<file path="src/rtl/bus_arb_pkg.sv">
// Shared definitions for the round-robin bus arbiter: FSM states, destination
// field width and the default broadcast ID.
package bus_arb_pkg;

    typedef enum logic [1:0] {
        IDLE = 2'd0,
        POP  = 2'd1,
        PUSH = 2'd2
    } arb_state_e;

    localparam int DEST_W = 8;
    localparam logic [DEST_W-1:0] BCAST_DEFAULT = 8'hFF;

endpackage

</file>
<file path="src/rtl/rr_priority_picker.sv">
// Combinational round-robin picker: searches req starting just after 'last'
// and reports the first requester found.
module rr_priority_picker #(
    parameter int drvrs = 4,
    parameter int id_w  = (drvrs > 1) ? $clog2(drvrs) : 1
) (
    input  logic [drvrs-1:0] req,
    input  logic [id_w-1:0]  last,
    output logic             gnt_valid,
    output logic [id_w-1:0]  gnt_id
);

    int idx;

    // Walk from the farthest offset to the nearest so the closest requester
    // after 'last' is the final assignment and therefore wins.
    always_comb begin
        gnt_valid = 1'b0;
        gnt_id    = '0;
        idx       = 0;
        for (int i = drvrs; i >= 1; i--) begin
            idx = (int'(last) + i) % drvrs;
            if (req[idx[id_w-1:0]]) begin
                gnt_valid = 1'b1;
                gnt_id    = idx[id_w-1:0];
            end
        end
    end

endmodule

</file>
<file path="src/rtl/bus_rr_arbiter.sv">
// Shared-bus arbiter: round-robin grants among eligible devices, pops one word
// from the winner's FIFO and routes it to unicast, broadcast or drop.
module bus_rr_arbiter
    import bus_arb_pkg::*;
#(
    parameter int                drvrs     = 4,
    parameter int                pckg_sz   = 16,
    parameter logic [DEST_W-1:0] broadcast = BCAST_DEFAULT,
    parameter int                id_w      = (drvrs > 1) ? $clog2(drvrs) : 1
) (
    input  logic                     clk,
    input  logic                     reset,
    input  logic [drvrs-1:0]         pndng,
    input  logic [drvrs*pckg_sz-1:0] D_pop,
    input  logic [drvrs-1:0]         en_mask,
    output logic [drvrs-1:0]         pop,
    output logic [drvrs-1:0]         push,
    output logic [pckg_sz-1:0]       D_push,
    output logic [id_w-1:0]          grant_id,
    output logic                     busy,
    output logic [7:0]               drop_cnt
);

    arb_state_e          state;
    logic [id_w-1:0]     last_grant;
    logic [pckg_sz-1:0]  packet;
    logic [drvrs-1:0]    eligible;
    logic                gnt_valid;
    logic [id_w-1:0]     gnt_id;
    logic [pckg_sz-1:0]  head;
    logic [DEST_W-1:0]   dest;
    logic [drvrs-1:0]    route_vec;
    logic                route_drop;

    assign eligible = pndng & en_mask;
    assign D_push   = packet;

    rr_priority_picker #(
        .drvrs (drvrs),
        .id_w  (id_w)
    ) u_picker (
        .req       (eligible),
        .last      (last_grant),
        .gnt_valid (gnt_valid),
        .gnt_id    (gnt_id)
    );

    function automatic logic [drvrs-1:0] onehot(input logic [id_w-1:0] id);
        logic [drvrs-1:0] v;
        v     = '0;
        v[id] = 1'b1;
        return v;
    endfunction

    always_comb begin
        head = '0;
        for (int i = 0; i < drvrs; i++) begin
            if (grant_id == id_w'(i)) head = D_pop[i*pckg_sz +: pckg_sz];
        end
    end

    // Routing is decoded from the FIFO head in POP so push can be registered
    // on the same edge that captures the packet.
    always_comb begin
        route_vec  = '0;
        route_drop = 1'b0;
        dest       = head[pckg_sz-1 -: DEST_W];
        if (dest == broadcast) begin
            route_vec           = '1;
            route_vec[grant_id] = 1'b0;
        end else if (int'(dest) < drvrs) begin
            route_vec[dest[id_w-1:0]] = 1'b1;
        end else begin
            route_drop = 1'b1;
        end
    end

    always_ff @(posedge clk) begin
        if (reset) begin
            state      <= IDLE;
            pop        <= '0;
            push       <= '0;
            busy       <= 1'b0;
            drop_cnt   <= '0;
            grant_id   <= '0;
            last_grant <= id_w'(drvrs - 1);
            packet     <= '0;
        end else begin
            case (state)
                IDLE: begin
                    push <= '0;
                    if (gnt_valid) begin
                        state    <= POP;
                        grant_id <= gnt_id;
                        pop      <= onehot(gnt_id);
                        busy     <= 1'b1;
                    end
                end
                POP: begin
                    pop        <= '0;
                    packet     <= head;
                    last_grant <= grant_id;
                    push       <= route_vec;
                    if (route_drop && drop_cnt != 8'hFF) drop_cnt <= drop_cnt + 8'd1;
                    state      <= PUSH;
                end
                PUSH: begin
                    push <= '0;
                    if (gnt_valid) begin
                        state    <= POP;
                        grant_id <= gnt_id;
                        pop      <= onehot(gnt_id);
                        busy     <= 1'b1;
                    end else begin
                        state <= IDLE;
                        busy  <= 1'b0;
                    end
                end
                default: begin
                    state <= IDLE;
                    pop   <= '0;
                    push  <= '0;
                    busy  <= 1'b0;
                end
            endcase
        end
    end

endmodule
</file>
<file path="config.mk">
export PLATFORM = sky130hd
export DESIGN_NAME = bus_rr_arbiter
export DESIGN_NICKNAME = d
export VERILOG_FILES = /design/src/rtl/bus_arb_pkg.sv /design/src/rtl/rr_priority_picker.sv /design/src/rtl/bus_rr_arbiter.sv
export SDC_FILE = /design/constraint.sdc
export NUM_CORES = 1
export LEC_CHECK = 0
export ABC_AREA = 1
export CAP_MARGIN = 0
export CELL_PAD_IN_SITES_DETAIL_PLACEMENT = 1
export CELL_PAD_IN_SITES_GLOBAL_PLACEMENT = 2
export CORE_UTILIZATION = 22
export DETAILED_ROUTE_END_ITERATION = 16
export HOLD_SLACK_MARGIN = 0.08
export PLACE_DENSITY = 0.94
export SYNTH_ARGS = -nofsm -noshare
export SYNTH_HDL_FRONTEND = slang
export SYNTH_SLANG_ARGS = --single-unit
</file>
<file path="constraint.sdc">
create_clock -name clk -period 2.25 [get_ports clk]
set_input_delay 0.45 -clock clk [delete_from_list [all_inputs] [get_ports clk]]
set_output_delay 0.45 -clock clk [all_outputs]
set_load 0.02 [all_outputs]
</file>
==> metrics.md, run 1 <==
| Metric | Value |
|---|---|
| Outcome | `finished, final reports clean` |
| Cts hold-fix bufs | `0` |
| Crit-path leading delay family | `buffers and inverters` |
| Setup TNS | `0 ps` |
| Layout net count | `511` |
| Initial Utilization | `22.73%` |
| Top_reg_cell synth | `dfxtp_1` |
| Synthesis-to-finish area growth | `60.47%` |
| Vias per inst | `4.586` |
| CP Capture Type | `output port` |
| Hpwl dp | `6.180 mm` |
| Largest cells by area after synthesis | `dfxtp_1 35%, nand2_1 14%, a21oi_1 7.0%` |
| GR Overflow Total | `0` |
| Post-CTS setup buffers | `0` |
| TritonCTS buffer count | `5` |
| Die area | `10510 µm²` |
| Max VDD drop | `0.3290 mV` |
| Setup slack, reg-to-reg | `210 ps` |
| Hold Slack | `475.6 ps` |
| Final count of pins violating max slew | `0` |
| Min Tclk post-route | `2087 ps` |
| Worst setup path class | `flop to output port` |
| Worst skew pair latency | `290 ps` |
| Vias in the first global route | `2667` |
| GP Congestion | `0.7869` |
| RSZ-0062 raised after global routing | `no` |
| Worst-Margin Slew | `398.5 ps` |
| Die width | `102.5 µm` |
| Hold crit path type | `flop to flop` |
| Final period util | `92.74%` |
| WP data arrival | `1640 ps` |
| Sequential Area | `782.0 µm²` |
| Final Hold Viols | `0` |
| Filler cells | `1240` |
| Seq/Total Area, Yosys | `35.14%` |
| WL final | `7.856 mm` |
| Critical Path Fanout Max | `15` |
| Crit path buffers/inverters | `2` |
| Share of cells above drive strength 1 | `7.551%` |
| Yosys warnings | `0` |
| Crit-path slowest cell | `clkdlybuf4s50_1` |
| Logic pwr share | `49.0%` |
| Overall Global Routing Usage | `15.20%` |
| # IOs | `109` |
| Worst path required time | `1800 ps` |
| Global-route wire length before repair | `12.61 mm` |
| Fmax | `479.3 MHz` |
| Critical path, cell by cell | `buf_4, clkdlybuf4s50_1` |
| Seq pwr share | `30.9%` |
| ANT nets after route | `0` |
| Area fraction of the dominant cell type after synthesis | `35.14%` |
| Netlist cell types | `30` |
| Setup violations, final | `0` |
| Synthesized Nets | `399` |
| Worst slew margin | `73.39%` |
| Clock Path Buffers | `2` |
| Drt pass-1 iters | `4` |
| Initial drt markers | `65` |
| Synth Register Bits | `39` |
| Cell count after synthesis | `324` |
| DR vias | `2614` |
| EDFF count, synth | `0` |
| Die Ht | `102.5 µm` |
| Core Area | `9774 µm²` |
| Pwr dens | `821.4 nW/µm²` |
| Final Skew | `7.785 ps` |
| Clock power frac | `20.1%` |
| Leakage | `0.001413 µW` |
| Internal power | `1735 µW` |
| Async SR Flop Fraction | `0%` |
| Antenna Cells | `0` |
| Synth area leader | `dfxtp_1` |
| Clock-pin slew on the worst setup and hold paths | `80 ps` |
| Initial antenna violation count | `0` |
| Drt wl/cell | `13.78 µm` |
| CTS H-Tree Depth | `2` |
| Root Buffer | `clkbuf_8` |
| Area of the multi-input gates | `1226 µm²` |
| Net Sw Frac | `40.77%` |
| # port buffers | `108` |
| CP max stage delay | `630 ps` |
| Maximum Capacitance Violations | `0` |
| CP Launch Type | `flop` |
| TritonCTS clock tree | `built` |
| Switching pwr | `1194 µW` |
| Residual DRC | `0` |
| Mapped Area | `2222 µm²` |
| Syn avg cell area | `6.858 µm²` |
| Largest net degree at the start of global routing | `28` |
| Row cnt | `36` |
| CTS sink count | `39` |
-- per-layer routing --
| layer | part of all wire (%) | routed length (µm) | track usage [%] |
|---|---|---|---|
| met1 | 44 | 3461 | 18.71 |
| met2 | 49 | 3854 | 26.92 |
| met3 | 5.7 | 447 | 3.322 |
| met4 | 1.2 | 92 | 3.516 |
| met5 | 0 | 0 | 0 |
-- kinds of logic after synthesis --
logic type      after synthesis  share of synthesized area (%)
compound gates               74                          18.75
xor+xnor                      8                          3.153
fa+ha+maj                     1                         0.5630
buf+inv                      43                          9.685
flops                        39                          35.14
simple gates                159                          32.71
-- cell usage after synthesis, types with 3 or more instances --
library cell,instances
nand3_1,27
a31oi_1,8
o21ai_0,23
inv_1,25
a22o_1,8
buf_4,3
xor2_1,4
nor2_1,24
nand4_1,16
xnor2_1,4
a21oi_1,31
clkbuf_1,5
buf_6,5
dfxtp_1,39
nand2_1,81
-- cell type report --
| type | instances | share of cell area [%] |
|---|---|---|
| multi-input cells | 242 | 34.39 |
| repair buffers | 120 | 32.84 |
| flip-flops and latches | 39 | 21.93 |
| well taps | 133 | 4.667 |
| inverters | 28 | 3.018 |
| clock buffers | 5 | 1.930 |
| clock inverters | 3 | 1.228 |
-- layout by cell type, fill, tap and decap left out, types with 2 or more instances in the layout --
cell	count
clkdlybuf4s50_1	108
nand2_1	81
dfxtp_1	38
a21oi_1	31
nand3_1	27
inv_1	25
nor2_1	24
o21ai_0	23
nand4_1	16
buf_4	12
a22o_1	8
a31oi_1	8
clkbuf_8	5
xnor2_1	4
xor2_1	4
nor2_4	2
inv_2	2
o21ai_1	2
nand3b_1	2
nand3_2	2
-- repair_timing --
action                                  4_1_cts  5_1_grt
endpoints found under the setup margin        1        0
endpoints found under the hold margin         0        0
resized for setup                             1        0
-- through the flow --
step / instances / utilization (%) / setup WS, ps / total power (µW) / cell area [µm²]
3_5_place_dp: 562 / 35.32 / 41.98 / 2366 / 3452
6_report: 570 / 36.48 / 163.5 / 2929 / 3566
3_3_place_gp: 562 / 35.32 / 140.7 / 2330 / 3452
5_1_grt: 570 / 36.48 / 11.38 / 3153 / 3566
4_1_cts: 570 / 36.48 / 149.7 / 2969 / 3566
2_1_floorplan: 324 / - / 576.0 / 1788 / 2222
-- power by group through the flow --
stage	registers [µW]	clock network (µW)	logic, µW
after floorplan	998	0	790
after global placement	915	0	1420
after detailed placement	916	0	1450
after CTS	906	605	1460
after global routing	923	637	1590
final	905	590	1430
-- worst reg2reg max path, cell delays in order, from the launching register on --
cell and delay [ps]:
dfxtp_1 380, buf_4 200, nor2_4 210, nand2_1 80, nand3_1 90, nand2_1 100, nor2_1 150, nand3_2 270
nand3_2 270, nand2_1 90, a21oi_1 140
-- final timing paths --
path / end / depth (start not counted) / from
worst min register to register: pop[0] / 2 / pop[0]
worst max-delay path: grant_id[0] / 2 / grant_id[0]
worst max register to register: drop_cnt[3] / 10 / grant_id[1]
worst min-delay path: pop[0] / 2 / pop[0]
-- registers in the layout (all words and copies together) (netlist names) --
register    flops
busy            1
pop             4
D_push         16
grant_id        2
push            4
last_grant      2
state           2
drop_cnt        8
No activity file was read; power rests on OpenSTA's default activity.
==> run 2, diff against run 1 <==
--- a/config.mk
+++ b/config.mk
@@ -10,9 +10,11 @@
 export CELL_PAD_IN_SITES_DETAIL_PLACEMENT = 1
 export CELL_PAD_IN_SITES_GLOBAL_PLACEMENT = 2
 export CORE_UTILIZATION = 22
+export CTS_CLUSTER_SIZE = 16
 export DETAILED_ROUTE_END_ITERATION = 16
 export HOLD_SLACK_MARGIN = 0.08
 export PLACE_DENSITY = 0.94
+export SLEW_MARGIN = 10
 export SYNTH_ARGS = -nofsm -noshare
 export SYNTH_HDL_FRONTEND = slang
 export SYNTH_SLANG_ARGS = --single-unit
==> results of run 2 <==
Same layout as run 1: the final DEF is identical, and so are final timing and power.
==> run 3, diff against run 2 <==
==> constraint.sdc (replaced) <==
create_clock -name clk -period 2.25 [get_ports clk]
set_input_delay 0.225 -clock clk [delete_from_list [all_inputs] [get_ports clk]]
set_output_delay 0.225 -clock clk [all_outputs]
set_load 0.02 [all_outputs]
==> run 3 against run 2 <==
Utilization is 0.24 points lower; first-iteration DRC count is 7.7% higher; sequential share of layout area is 0.18 points higher; highest routed layer unchanged; critical path type is now flop to flop; routed wire length is 0.87% higher; critical path depth is 9 higher; count of clock-buffer cells in the layout is 1 higher; clock power is 4.4% lower; combinational power hardly changed.
==> metrics.md, run 3 (synthesized netlist as in run 1, its figures left out) <==
| Metric | Value |
|---|---|
| Setup slack, reg-to-reg | `290 ps (+80 ps)` |
| Most frequent cells in the layout | `108 x clkdlybuf4s50_1, 81 x nand2_1, 37 x dfxtp_1` |
| Hold Path Cell Cnt | `2 (unchanged)` |
| Critical Path Fanout Max | `11 (-4)` |
| TritonCTS clock tree | `built` |
| Maximum Capacitance Violations | `0 (unchanged)` |
| Die width | `102.5 µm (unchanged)` |
| Crit-path leading delay family | `simple AND/OR/NAND/NOR gates` |
| Row cnt | `36 (unchanged)` |
| Die area | `10510 µm² (unchanged)` |
| Crit-path slowest cell | `dfxtp_2` |
| Reg2reg path depth | `11 (+1)` |
| Worst skew pair latency | `290 ps (about the same)` |
| Worst Hold End | `pop[0]` |
| Crit path top cell by count | `nand2_1` |
| Total power | `2896 µW (-1.1%)` |
| Overall Global Routing Usage | `15.23% (+0.031 points)` |
| Pwr dens | `817.7 nW/µm² (-0.46%)` |
| CP max stage delay | `430 ps (-200 ps)` |
| Layout net count | `509 (-0.39%)` |
| TritonCTS buffer count | `5 (unchanged)` |
| GP Congestion | `0.8376 (+6.4%)` |
| WP data arrival | `2180 ps (+540 ps)` |
| Antenna Cells | `0 (unchanged)` |
| Clock-pin slew on the worst setup and hold paths | `80 ps (about the same)` |
| FF-to-FF End | `drop_cnt[1]` |
| CP Capture Type | `flop` |
| Root Buffer | `clkbuf_8` |
| Largest net degree at the start of global routing | `28 (unchanged)` |
| Final Skew | `6.087 ps (-1.698 ps)` |
| CTS H-Tree Depth | `2 (unchanged)` |
| Hpwl dp | `6.306 mm (+2.0%)` |
| Min Tclk post-route | `1957 ps (-129.2 ps)` |
| Fmax | `510.9 MHz (+6.6%)` |
| Hold Slack | `465.6 ps (-10.03 ps)` |
| Reg-to-Reg Start | `grant_id[0]` |
| Final count of pins violating max slew | `0 (unchanged)` |
| Number of flip-flops under the largest register name | `16 (unchanged)` |
| Crit path buffers/inverters | `2 (unchanged)` |
| Filler cells | `1222 (-1.5%)` |
| # port buffers | `108 (unchanged)` |
| Max VDD drop | `0.3937 mV (+20%)` |
| Residual DRC | `0 (unchanged)` |
| GR Overflow Total | `0 (unchanged)` |
| Leakage | `0.001397 µW (-1.1%)` |
| Global-route wire length before repair | `12.62 mm (+0.11%)` |
| Vias per inst | `4.586 (about the same)` |
| Worst setup path class | `flop to flop` |
| Vias in the first global route | `2623 (-1.6%)` |
| Clock Path Buffers | `2 (unchanged)` |
| Synthesis-to-finish area growth | `59.40%` |
| Most common cell after layout, fill and taps aside | `clkdlybuf4s50_1` |
| CP Launch Type | `flop` |
| Final period util | `86.99% (-5.7 points)` |
| Sequential Area | `783.3 µm² (+0.16%)` |
| Area of the multi-input gates | `1226 µm² (unchanged)` |
| Setup TNS | `0 ps (unchanged)` |
| Setup violations, final | `0 (unchanged)` |
| Initial drt markers | `70 (+7.7%)` |
| Hold crit path type | `flop to flop` |
| Critical path, cell by cell | `buf_4, inv_4, o21ai_0, nand2_1, nand2_1, nand2_1, nor2_1, nand3_2, nand3_2, nand2_1, a21oi_1` |
| Drt wl/cell | `13.98 µm (+1.4%)` |
| Worst-Margin Slew | `522.0 ps (+123.5 ps)` |
| Final Hold Viols | `0 (unchanged)` |
| Initial Utilization | `22.73% (unchanged)` |
| Design Area, Final | `3542 µm² (-0.67%)` |
| Die Ht | `102.5 µm (unchanged)` |
| DR vias | `2600 (-0.54%)` |
| # IOs | `109 (unchanged)` |
| Hold Path Origin | `pop[0]` |
| Worst slew margin | `65.16% (-8.2 points)` |
| Placed standard-cell area | `3422 µm² (-0.87%)` |
| Drt pass-1 iters | `4 (unchanged)` |
| WL final | `7.924 mm (+0.87%)` |
| ANT nets after route | `0 (unchanged)` |
| Core Area | `9774 µm² (unchanged)` |
| Initial antenna violation count | `0 (unchanged)` |
| Worst path required time | `2470 ps (+670 ps)` |
| Share of cells above drive strength 1 | `6.912% (-0.64 points)` |
| CTS sink count | `39 (unchanged)` |
| Outcome | `finished, final reports clean` |
| RSZ-0062 raised after global routing | `no` |
-- run 3: repair_timing --
item / 4_1_cts / 5_1_grt
hold endpoints to repair: 0 / 0
hold buffers: 0 / 0
endpoints found under the setup margin: 0 / 8
gates resized for setup: 0 / 2
buffers inserted: 0 / 2
-- run 3: how the worst max path moves through the flow --
stage	slack, ps	start	endpoint	cells after the start
global route	40	grant_id[0]	drop_cnt[3]	11
CTS	140	grant_id[0]	drop_cnt[1]	9
finish	290	grant_id[0]	drop_cnt[1]	11
detailed placement	150	grant_id[1]	drop_cnt[1]	9
global placement	280	grant_id[0]	drop_cnt[5]	9
floorplan	580	grant_id[1]	push[0]	11
-- run 3: stage by stage --
step / setup slack [ps] / utilization (%) / instances
2_1_floorplan: 576.0 / - / 324
3_3_place_gp: 276.2 / 35.01 / 558
3_5_place_dp: 152.8 / 35.01 / 558
4_1_cts: 139.1 / 36.06 / 565
5_1_grt: 40.04 / 36.24 / 567
6_report: 292.6 / 36.24 / 567
-- run 3: worst min-delay path, cell delays in order (launching register included) --
cell     delay [ps]
dfxtp_1         310
nand2_1          60
a21oi_1          50
-- run 3: per-layer routing --
layer	routed length [µm]	part of all wire (%)	vias up	track usage [%]
li1	-	-	1315	-
met1	3548	45	1213	19.63
met2	3959	50	66	26.72
met3	368	4.6	6	2.915
met4	48	0.61	0	2.418
met5	0	0	-	0
-- run 3: power breakdown --
part	switching (µW)	total (µW)	leakage, µW	internal, µW
sequential	107	911	0.000320	804
combinational	820	1420	0.00103	601
clock	239	564	0.0000513	325
total	1170	2900	0.00140	1730
-- run 3: area by class of cell --
class                   instances  share of cell area (%)
clock buffers                   6                   2.049
repair buffers                118                   32.64
well taps                     133                   4.698
multi-input cells             242                   34.62
flip-flops and latches         39                   22.11
clock inverters                 1                  0.8478
inverters                      28                   3.038
